**config.mk**
```make
export PLATFORM = sky130hd
export DESIGN_NAME = mips_cpu_avl_master
export DESIGN_NICKNAME = d
export VERILOG_FILES = /design/src/rtl/mips_cpu_avl_master.sv
export SDC_FILE = /design/constraint.sdc
export NUM_CORES = 1
export LEC_CHECK = 0
export ABC_AREA = 1
export BUFFER_PORTS_ARGS = -buffer_cell sky130_fd_sc_hd__buf_2
export CORE_UTILIZATION = 47
export CTS_CLUSTER_SIZE = 28
export DETAILED_ROUTE_END_ITERATION = 16
export GPL_ROUTABILITY_DRIVEN = 0
export PLACE_DENSITY = 0.87
export SYNTH_ARGS = -nofsm -noshare
export SYNTH_HDL_FRONTEND = slang
export SYNTH_SLANG_ARGS = --single-unit
```
**constraint.sdc**
```tcl
create_clock -name clk -period 1.7 [get_ports clk]
set_input_delay 0.085 -clock clk [delete_from_list [all_inputs] [get_ports clk]]
set_output_delay 0.085 -clock clk [all_outputs]
set_load 0.1 [all_outputs]
```
**src/rtl/mips_cpu_avl_master.sv**
```systemverilog
// Avalon-MM master arbitrating MIPS instruction-fetch and data requests onto one port.
// Optional build macro AVL_MASTER_TIMEOUT_EN adds a waitrequest timeout with a sticky bus_err.
module mips_cpu_avl_master #(
  parameter int unsigned TIMEOUT_CYCLES = 255
) (
  input  logic        clk,
  input  logic        rst,
  input  logic        if_req,
  input  logic [31:0] if_addr,
  output logic [31:0] if_rdata,
  output logic        if_done,
  input  logic        d_read,
  input  logic        d_write,
  input  logic [31:0] d_addr,
  input  logic [3:0]  d_byteenable,
  input  logic [31:0] d_wdata,
  output logic [31:0] d_rdata,
  output logic        d_done,
  output logic        bus_err,
  output logic [31:0] address,
  output logic [3:0]  byteenable,
  output logic [31:0] writedata,
  output logic        read,
  output logic        write,
  input  logic [31:0] readdata,
  input  logic        waitrequest
);

  typedef enum logic [1:0] {IDLE, IBUS, DBUS, DONE} state_e;

  state_e      state_q;
  logic [31:0] address_q, writedata_q, if_rdata_q, d_rdata_q;
  logic [3:0]  byteenable_q;
  logic        read_q, write_q, if_done_q, d_done_q;

`ifdef AVL_MASTER_TIMEOUT_EN
  localparam int CNT_RAW = $clog2(TIMEOUT_CYCLES + 1);
  localparam int CNT_W   = (CNT_RAW < 8) ? 8 : ((CNT_RAW > 32) ? 32 : CNT_RAW);
  // Abort fires on the wait cycle that would bring the count up to TIMEOUT_CYCLES.
  localparam logic [CNT_W-1:0] TMO_LAST = CNT_W'(TIMEOUT_CYCLES - 1);

  logic [CNT_W-1:0] wait_cnt_q;
  logic             bus_err_q;
`endif

  always_ff @(posedge clk or negedge rst) begin
    if (!rst) begin
      state_q      <= IDLE;
      address_q    <= '0;
      byteenable_q <= '0;
      writedata_q  <= '0;
      read_q       <= 1'b0;
      write_q      <= 1'b0;
      if_rdata_q   <= '0;
      d_rdata_q    <= '0;
      if_done_q    <= 1'b0;
      d_done_q     <= 1'b0;
`ifdef AVL_MASTER_TIMEOUT_EN
      wait_cnt_q   <= '0;
      bus_err_q    <= 1'b0;
`endif
    end else begin
      if_done_q <= 1'b0;
      d_done_q  <= 1'b0;
      case (state_q)
        IDLE: begin
          if (d_read || d_write) begin
            address_q    <= d_addr;
            byteenable_q <= d_byteenable;
            writedata_q  <= d_wdata;
            read_q       <= d_read;
            write_q      <= d_write && !d_read;
            state_q      <= DBUS;
`ifdef AVL_MASTER_TIMEOUT_EN
            wait_cnt_q   <= '0;
`endif
          end else if (if_req) begin
            address_q    <= if_addr;
            byteenable_q <= 4'hF;
            read_q       <= 1'b1;
            write_q      <= 1'b0;
            state_q      <= IBUS;
`ifdef AVL_MASTER_TIMEOUT_EN
            wait_cnt_q   <= '0;
`endif
          end
        end
        IBUS, DBUS: begin
          if (!waitrequest) begin
            if (state_q == IBUS) begin
              if_rdata_q <= readdata;
              if_done_q  <= 1'b1;
            end else begin
              if (read_q) d_rdata_q <= readdata;
              d_done_q <= 1'b1;
            end
            read_q       <= 1'b0;
            write_q      <= 1'b0;
            byteenable_q <= '0;
            state_q      <= DONE;
          end
`ifdef AVL_MASTER_TIMEOUT_EN
          else if (wait_cnt_q == TMO_LAST) begin
            if (state_q == IBUS) begin
              if_rdata_q <= '0;
              if_done_q  <= 1'b1;
            end else begin
              if (read_q) d_rdata_q <= '0;
              d_done_q <= 1'b1;
            end
            read_q       <= 1'b0;
            write_q      <= 1'b0;
            byteenable_q <= '0;
            bus_err_q    <= 1'b1;
            wait_cnt_q   <= wait_cnt_q + 1'b1;
            state_q      <= DONE;
          end else begin
            wait_cnt_q <= wait_cnt_q + 1'b1;
          end
`endif
        end
        // Requests seen here are stale copies of the one just served; ignore them.
        DONE: state_q <= IDLE;
        default: state_q <= IDLE;
      endcase
    end
  end

  assign address    = address_q;
  assign byteenable = byteenable_q;
  assign writedata  = writedata_q;
  assign read       = read_q;
  assign write      = write_q;
  assign if_rdata   = if_rdata_q;
  assign if_done    = if_done_q;
  assign d_rdata    = d_rdata_q;
  assign d_done     = d_done_q;

`ifdef AVL_MASTER_TIMEOUT_EN
  assign bus_err = bus_err_q;
`else
  assign bus_err = 1'b0;
`endif

endmodule

```
==> metrics, run 1 <==
setup TNS 0 ns; area added between synthesis and finish 55.2%; DR vias 6185; minimum clock period 1.59 ns; Setup violations, final 0; 1st-iter DRT viols 485; total detailed-routing wirelength 19.5 mm; CP startpoint kind register; status completed; Critical R2R Launch state_q[0]; DIE WIDTH 114 µm; RSZ-0062 raised after global routing false; worst hold path cell count 5; CORE AREA 12100 µm²; # DRC 0; maximum clock frequency 0.627 GHz; htree depth 4; Die ar. 13000 µm²; Post-Syn Area 5890 µm²; Die Height 114 µm; I/O pin cnt 275; Vias/cell 4.98; actual slew at the worst max-slew pin 0.582 ns; YS warnings 0; clock sinks 138; DR pass1 iterations 5; WS Path Type register to register; Cell Rows 40; Async S/R FF share, synth 100%; Reg2Reg Depth 8; CTS Buf Count 17; CTS tree done; endpoints failing hold 0; Seq cells post-synth 138; Unique masters post-synth 24; Root Driver clkbuf_16; slew margin rel. 61.0%; total grt overflow 0; Synth Instances 687; WP data arrival 1.87 ns; endpoint class of the critical path register; EDFF count, synth 0; Filler Cells Inserted 791; most frequent cells after synthesis nand2_1, o21ai_0, dfrtp_1; share of cells above drive strength 1 30.3%; first-pass GRT wire length 30.6 mm; period utilization 93.8%; WL per Instance 15.7 µm; dpl hpwl 10.6 mm; vias in the first global route 6453; antenna violations before repair 1; Initial Utilization 48.6%; sequential element share of the synthesized area 58.6%; critical path required time 1.98 ns; largest cells by area after synthesis dfrtp_1, nand2_1, o21ai_0; Final Slew Violations 0; ANT nets after route 0; Worst-Skew Late Latency 0.42 ns; Longest Clk Path Bufs 2; CP startpoint state_q[0]; crit-path max FO 64; Tightest Hold Check Type input pin to register; Hold Crit Start if_addr[31]; maxcap violations 0; Worst Clk Skew 0.00810 ns; top cell type's share of synthesized area 58.6%; average size of a mapped cell 8.57 µm²; NumNets Final 1202; most common cell in the netlist nand2_1; ys flop type dfrtp_1; Clock transition at path regs 0.06 ns; Port Buffers 273; Yosys top cell by area dfrtp_1; gr usage total 30.9%; Mapped Nets 828; largest net degree at the start of global routing 66
==> cells in the final DEF, fill, tap and decap left out, types with 2 or more instances in the layout <==
cell / count
buf_2: 272
dfrtp_1: 138
ha_1: 2
dlygate4sd3_1: 109
clkbuf_8: 2
o21ai_1: 17
nand2_2: 2
clkinv_4: 3
inv_1: 103
clkinvlp_4: 3
inv_6: 3
clkbuf_16: 17
bufinv_16: 2
nor2_1: 9
nand3_1: 8
buf_12: 7
o21ai_0: 144
buf_4: 5
nand2_1: 215
==> registers in the layout, summed over array words and instances, names as in the netlist <==
signal      cells
address        32
d_rdata        32
if_rdata       32
writedata      32
byteenable      4
state_q         2
d_done          1
if_done         1
read            1
write           1
==> metrics by stage <==
step / std cells / hold WS [ns] / util [%] / cell area [µm²] / worst slack [ns]
finish: 1243 / 0.0134 / 75.5 / 9140 / 0.106
global route: 1243 / 0.0295 / 75.5 / 9140 / 0.00664
CTS: 1242 / 0.00104 / 75.4 / 9130 / 0.0336
detailed placement: 1101 / 0.0653 / 61.4 / 7440 / 0.111
global placement: 1101 / 0.0643 / 61.4 / 7440 / 0.209
floorplan: 687 / -0.211 / - / 5890 / 0.0669
==> layer usage <==
metal | track usage, % | up-vias | share of wire [%]
met5 | 0 | - | 0
met4 | 20.2 | 0 | 4.9
met3 | 9.19 | 89 | 8.0
met2 | 54.1 | 348 | 51
met1 | 32.2 | 2876 | 36
li1 | - | 2872 | -
==> path summary, 6_finish.rpt <==
path,to,slack [ns]
worst max register to register,d_rdata[11],0.11
worst min-delay path,address[31],0.01
min in group asynchronous,d_rdata[1],0.18
worst max-delay path,d_rdata[11],0.11
max in group asynchronous,if_rdata[21],0.88
worst min register to register,writedata[19],0.48
==> worst max-delay path, cell delays in order, from the launching register on <==
cell	delay [ns]
dfrtp_1	0.37
inv_1	0.10
ha_4	0.30
nand2_1	0.06
nor2_2	0.11
nand2_2	0.08
buf_12	0.19
nand2_1	0.12
o21ai_0	0.13
==> area by class of cell <==
type / count / area, µm² / share of cell area, %
inverters: 103 / 387 / 4.23
multi-input cells: 407 / 1850 / 20.2
clock inverters: 12 / 140 / 1.53
repair buffers: 394 / 2640 / 28.9
flip-flops and latches: 138 / 3450 / 37.8
well taps: 168 / 210 / 2.30
diodes: 1 / 2.50 / 0.0274
clock buffers: 20 / 457 / 5.00
==> kinds of logic (layout without fill, tap and decap cells) <==
family / count (synthesis) / in the layout / share of synthesized area [%]
adders and majority gates: 3 / 3 / 0.638
and+or+nand+nor: 238 / 238 / 16.0
buffers and inverters: 142 / 529 / 10.1
other: 1 / 2 / 0.0637
AOI/OAI and AO/OA: 165 / 165 / 14.5
DFF: 138 / 138 / 58.6
==> timing repair <==
| action | in CTS | in global routing |
|---|---|---|
| gates resized for setup | 0 | 4 |
| hold buffers | 109 | 0 |
| endpoints found under the setup margin | 0 | 49 |
| endpoints found under the hold margin | 174 | 0 |
| buffers inserted | 0 | 0 |
Power of run 1 is not shown: default switching activity piles up to over one toggle a cycle in this logic, so the estimate is an artifact.
==> run 2: changes to the inputs <==
Settings changed: PLACE_DENSITY 0.87 to 0.8.
==> run 2 against run 1 <==
  * Count of clock-buffer cells in the layout is 3 lower
  * Setup slack better by 0.0072 ns
  * Core utilization is 0.86 points lower
  * First-iteration DRC count is 8.2% higher
  * Register-to-register slack hardly changed
  * Maximum frequency is 0.45% higher
  * Critical endpoint is now d_rdata[14]
==> metrics, run 2 (synthesis gave the netlist of run 1 again) <==
status completed; CP startpoint kind register; post-route setup slack 0.113 ns; vias in the first global route 6170; Vias/cell 4.86; ANT nets after route 0; NumNets Final 1192; WL per Instance 14.7 µm; fin cells 1231; Clock transition at path regs 0.06 ns; CTS Buf Count 17; placed insts 1102; total grt overflow 0; largest net degree at the start of global routing 66; critical path required time 1.97 ns; Worst Clk Skew 0.00952 ns; Initial Utilization 48.6%; CORE AREA 12100 µm²; Die ar. 13000 µm²; DIE WIDTH 114 µm; crit-path max FO 64; Setup violations, final 0; Cell Rows 40; endpoints failing hold 0; slew margin rel. 63.2%; WP data arrival 1.86 ns; 1st-iter DRT viols 525; Die Height 114 µm; DP Worst Slack 0.126 ns; Tightest Hold Check Type input pin to register; endpoint class of the critical path register; minimum clock period 1.59 ns; DR pass1 iterations 6; commonest non-fill, non-tap cell in the layout buf_2; Longest Clk Path Bufs 2; Port Buffers 273; CTS tree done; Worst-Skew Late Latency 0.42 ns; # DRC 0; I/O pin cnt 275; Filler Cells Inserted 846; actual slew at the worst max-slew pin 0.556 ns; WS Path Type register to register; Root Driver clkbuf_16; gr usage total 29.3%; total detailed-routing wirelength 18.1 mm; share of cells above drive strength 1 30.7%; clock sinks 138; DR vias 5986; area added between synthesis and finish 53.5%; most frequent cells in the layout buf_2, nand2_1, o21ai_0, dfrtp_1, inv_1; period utilization 93.3%; first-pass GRT wire length 29.1 mm; dpl hpwl 10.6 mm; RSZ-0062 raised after global routing false; Post-CTS Setup Bufs 0; Final Slew Violations 0; maxcap violations 0; htree depth 4; ANT cells 0; antenna violations before repair 0; setup TNS 0 ns; final instance area 9040 µm²; maximum clock frequency 0.630 GHz; Post-DP Area 7430 µm²
==> run 2: changes by cell type in the layout (fill, tap and decap cells not counted), sizes merged <==
cell         previous run  this run
dlygate4sd3           109        98
clkbuf                 20        17
bufinv                  2         4
buf                   285       286
clkinv                  4         5
diode                   1         0
inv                   106       105
==> run 2: final cells by class <==
cell class | count | area (µm²) | share of cell area (%)
clock inverter | 14 | 196 | 2.17
clock buffer | 17 | 425 | 4.71
inverter | 103 | 387 | 4.28
tap | 168 | 210 | 2.33
sequential | 138 | 3450 | 38.2
multi-input combinational | 407 | 1840 | 20.4
timing repair buffer | 384 | 2530 | 28.0
==> run 2: worst paths after layout <==
| check | slack [ns] | to | cells past startpoint | startpoint |
|---|---|---|---|---|
| worst max-delay path | 0.11 | d_rdata[14] | 8 | state_q[0] |
| worst min-delay path | 0.007 | address[15] | 5 | if_addr[15] |
| worst max register to register | 0.11 | d_rdata[14] | 8 | state_q[0] |
| worst min register to register | 0.48 | write | 2 | write |
| max in group asynchronous | 0.96 | if_rdata[17] | 3 | rst |
| min in group asynchronous | 0.14 | if_rdata[12] | 2 | rst |
==> run 2: layer usage <==
metal,up-vias,wire length (µm),track usage [%]
li1,2847,-,-
met1,2767,6810,31.4
met2,304,9120,51.0
met3,66,1400,8.98
met4,2,763,16.9
met5,-,5,0
==> run 2: critical path, stage by stage, from the launching register on <==
cell and delay [ns]:
dfrtp_1 0.36, inv_1 0.07, ha_1 0.35, nand2_1 0.08, nor2_2 0.11, nand2_2 0.07, buf_12 0.19, nand2_1 0.09
o21ai_0 0.10
==> run 2: stage by stage <==
step | util [%] | hold slack (ns)
after detailed placement | 61.4 | 0.0163
after CTS | 74.6 | 0.000881
final | 74.6 | 0.00682
after floorplan | - | -0.211
after global placement | 61.4 | 0.0113
after global routing | 74.6 | 0.0146
==> run 2: repair_timing <==
item | 4_1_cts | 5_1_grt
endpoints found under the setup margin | 0 | 2
resized for setup | 0 | 2
hold buffers | 98 | 0
endpoints found under the hold margin | 259 | 0
Power of run 2 is left out for the same reason.
==> run 3: changes to the inputs <==
Settings changed: CORE_UTILIZATION 47 to 50, PLACE_DENSITY 0.8 to 0.84.
Clock period 1.7 ns to 2.02 ns, I/O delays scaled along.
==> run 3 against run 2 <==
  * Core utilization increased by 2.1 points
  * Setup slack improved by 0.048 ns
  * Flip-flop and latch count did not move
  * Via count fell by 0.45%
  * Critical path depth fell by 1
  * First-iteration DRC count grew 8.4%
  * Register-to-register slack better by 0.05 ns
  * Design area shrank 2.7%
  * Worst hold slack better by 0.013 ns
  * Maximum frequency fell by 15%
  * Non-clock buffer count shrank 19
==> metrics, run 3 (synthesis gave the netlist of run 1 again) <==
Post-DP Area 7390 µm²; CTS Buf Count 17; Critical Path Max Stage Delay 0.47 ns; Worst-Skew Late Latency 0.41 ns; final core utilization 76.7%; endpoint class of the critical path register; minimum clock period 1.86 ns; Longest Clk Path Bufs 2; area of the multi-input gates 1840 µm²; CTS tree done; status completed; htree depth 4; FF/Latch Area 3450 µm²; WP data arrival 2.14 ns; Tightest Hold Check Type input pin to register; # DRC 0; gr usage total 30.6%; DR vias 5959; clock sinks 138; Worst Clk Skew 0.00747 ns; hold slack 0.0201 ns; slew margin rel. 59.0%; vias in the first global route 6056; Worst path slowest cell ha_1; Port Buffers 273; Filler Cells Inserted 738; ANT nets after route 0; Die Height 111 µm; WS Path Type register to register; maximum clock frequency 0.538 GHz; most frequent cells in the layout buf_2, nand2_1, o21ai_0, dfrtp_1, inv_1; endpoints failing hold 0; setup TNS 0 ns; largest net degree at the start of global routing 66; maxcap violations 0; WL per Instance 14.9 µm; Vias/cell 5.02; I/O pin cnt 275; RSZ-0062 raised after global routing false; NumNets Final 1173; period utilization 92.0%; Die ar. 12200 µm²; share of cells above drive strength 1 31.0%; DR pass1 iterations 5; CP startpoint kind register; critical path required time 2.31 ns; Final Slew Violations 0; Cell Rows 39; Root Driver clkbuf_16; DIE WIDTH 111 µm; area added between synthesis and finish 49.4%; Setup violations, final 0; actual slew at the worst max-slew pin 0.615 ns; CORE AREA 11500 µm²; final instance area 8800 µm²; first-pass GRT wire length 29.4 mm; commonest non-fill, non-tap cell in the layout buf_2; antenna violations before repair 1; Post-CTS Hold Fix Bufs 80; dpl hpwl 10.6 mm; critical path cell sequence inv_1 -> ha_1 -> nand2_1 -> nor2_2 -> nand2_2 -> buf_12 -> o21ai_0; crit-path max FO 64; Clock transition at path regs 0.06 ns; Initial Utilization 51.3%; 1st-iter DRT viols 569; PostCTS Resize Cnt 0; total detailed-routing wirelength 17.6 mm; Post-CTS Setup Bufs 0; total grt overflow 0
[run 3: path summary, 6_finish.rpt]
kind	depth (start not counted)	slack (ns)	startpoint	endpoint
worst max-delay path	7	0.16	state_q[0]	d_rdata[7]
worst min-delay path	5	0.02	if_addr[8]	address[8]
worst max register to register	7	0.16	state_q[0]	d_rdata[7]
worst min register to register	2	0.48	writedata[9]	writedata[9]
max in group asynchronous	3	1.11	rst	if_rdata[14]
min in group asynchronous	2	0.25	rst	d_rdata[2]
[run 3: critical path, delay by kind of cell, from the launching register on]
kind	cells	cell delay, ns
AO/OA/AOI/OAI	1	0.32
adder cells (fa/ha/maj)	1	0.47
buffers and inverters	2	0.26
flip-flops	1	0.37
AND/OR/NAND/NOR	3	0.30
[run 3: through the flow]
step,instances,worst slack [ns]
2_1_floorplan,687,0.387
3_3_place_gp,1076,0.420
3_5_place_dp,1076,0.308
4_1_cts,1187,0.260
5_1_grt,1188,0.134
6_report,1188,0.161
[run 3: routing by layer]
layer  GRT usage (%)  wire [µm]
met5               0          0
met4            14.0        576
met3            8.84       1320
met2            53.0       9100
met1            35.0       6650
[run 3: area by class of cell]
type,count,share of cell area (%)
Clock buffer,17,4.84
Clock inverter,14,1.98
Inverter,103,4.39
Sequential cell,138,39.3
Antenna cell,1,0.0284
Multi-Input combinational cell,407,20.9
Tap cell,143,2.03
Timing Repair Buffer,365,26.6
Power of run 3 is left out for the same reason.
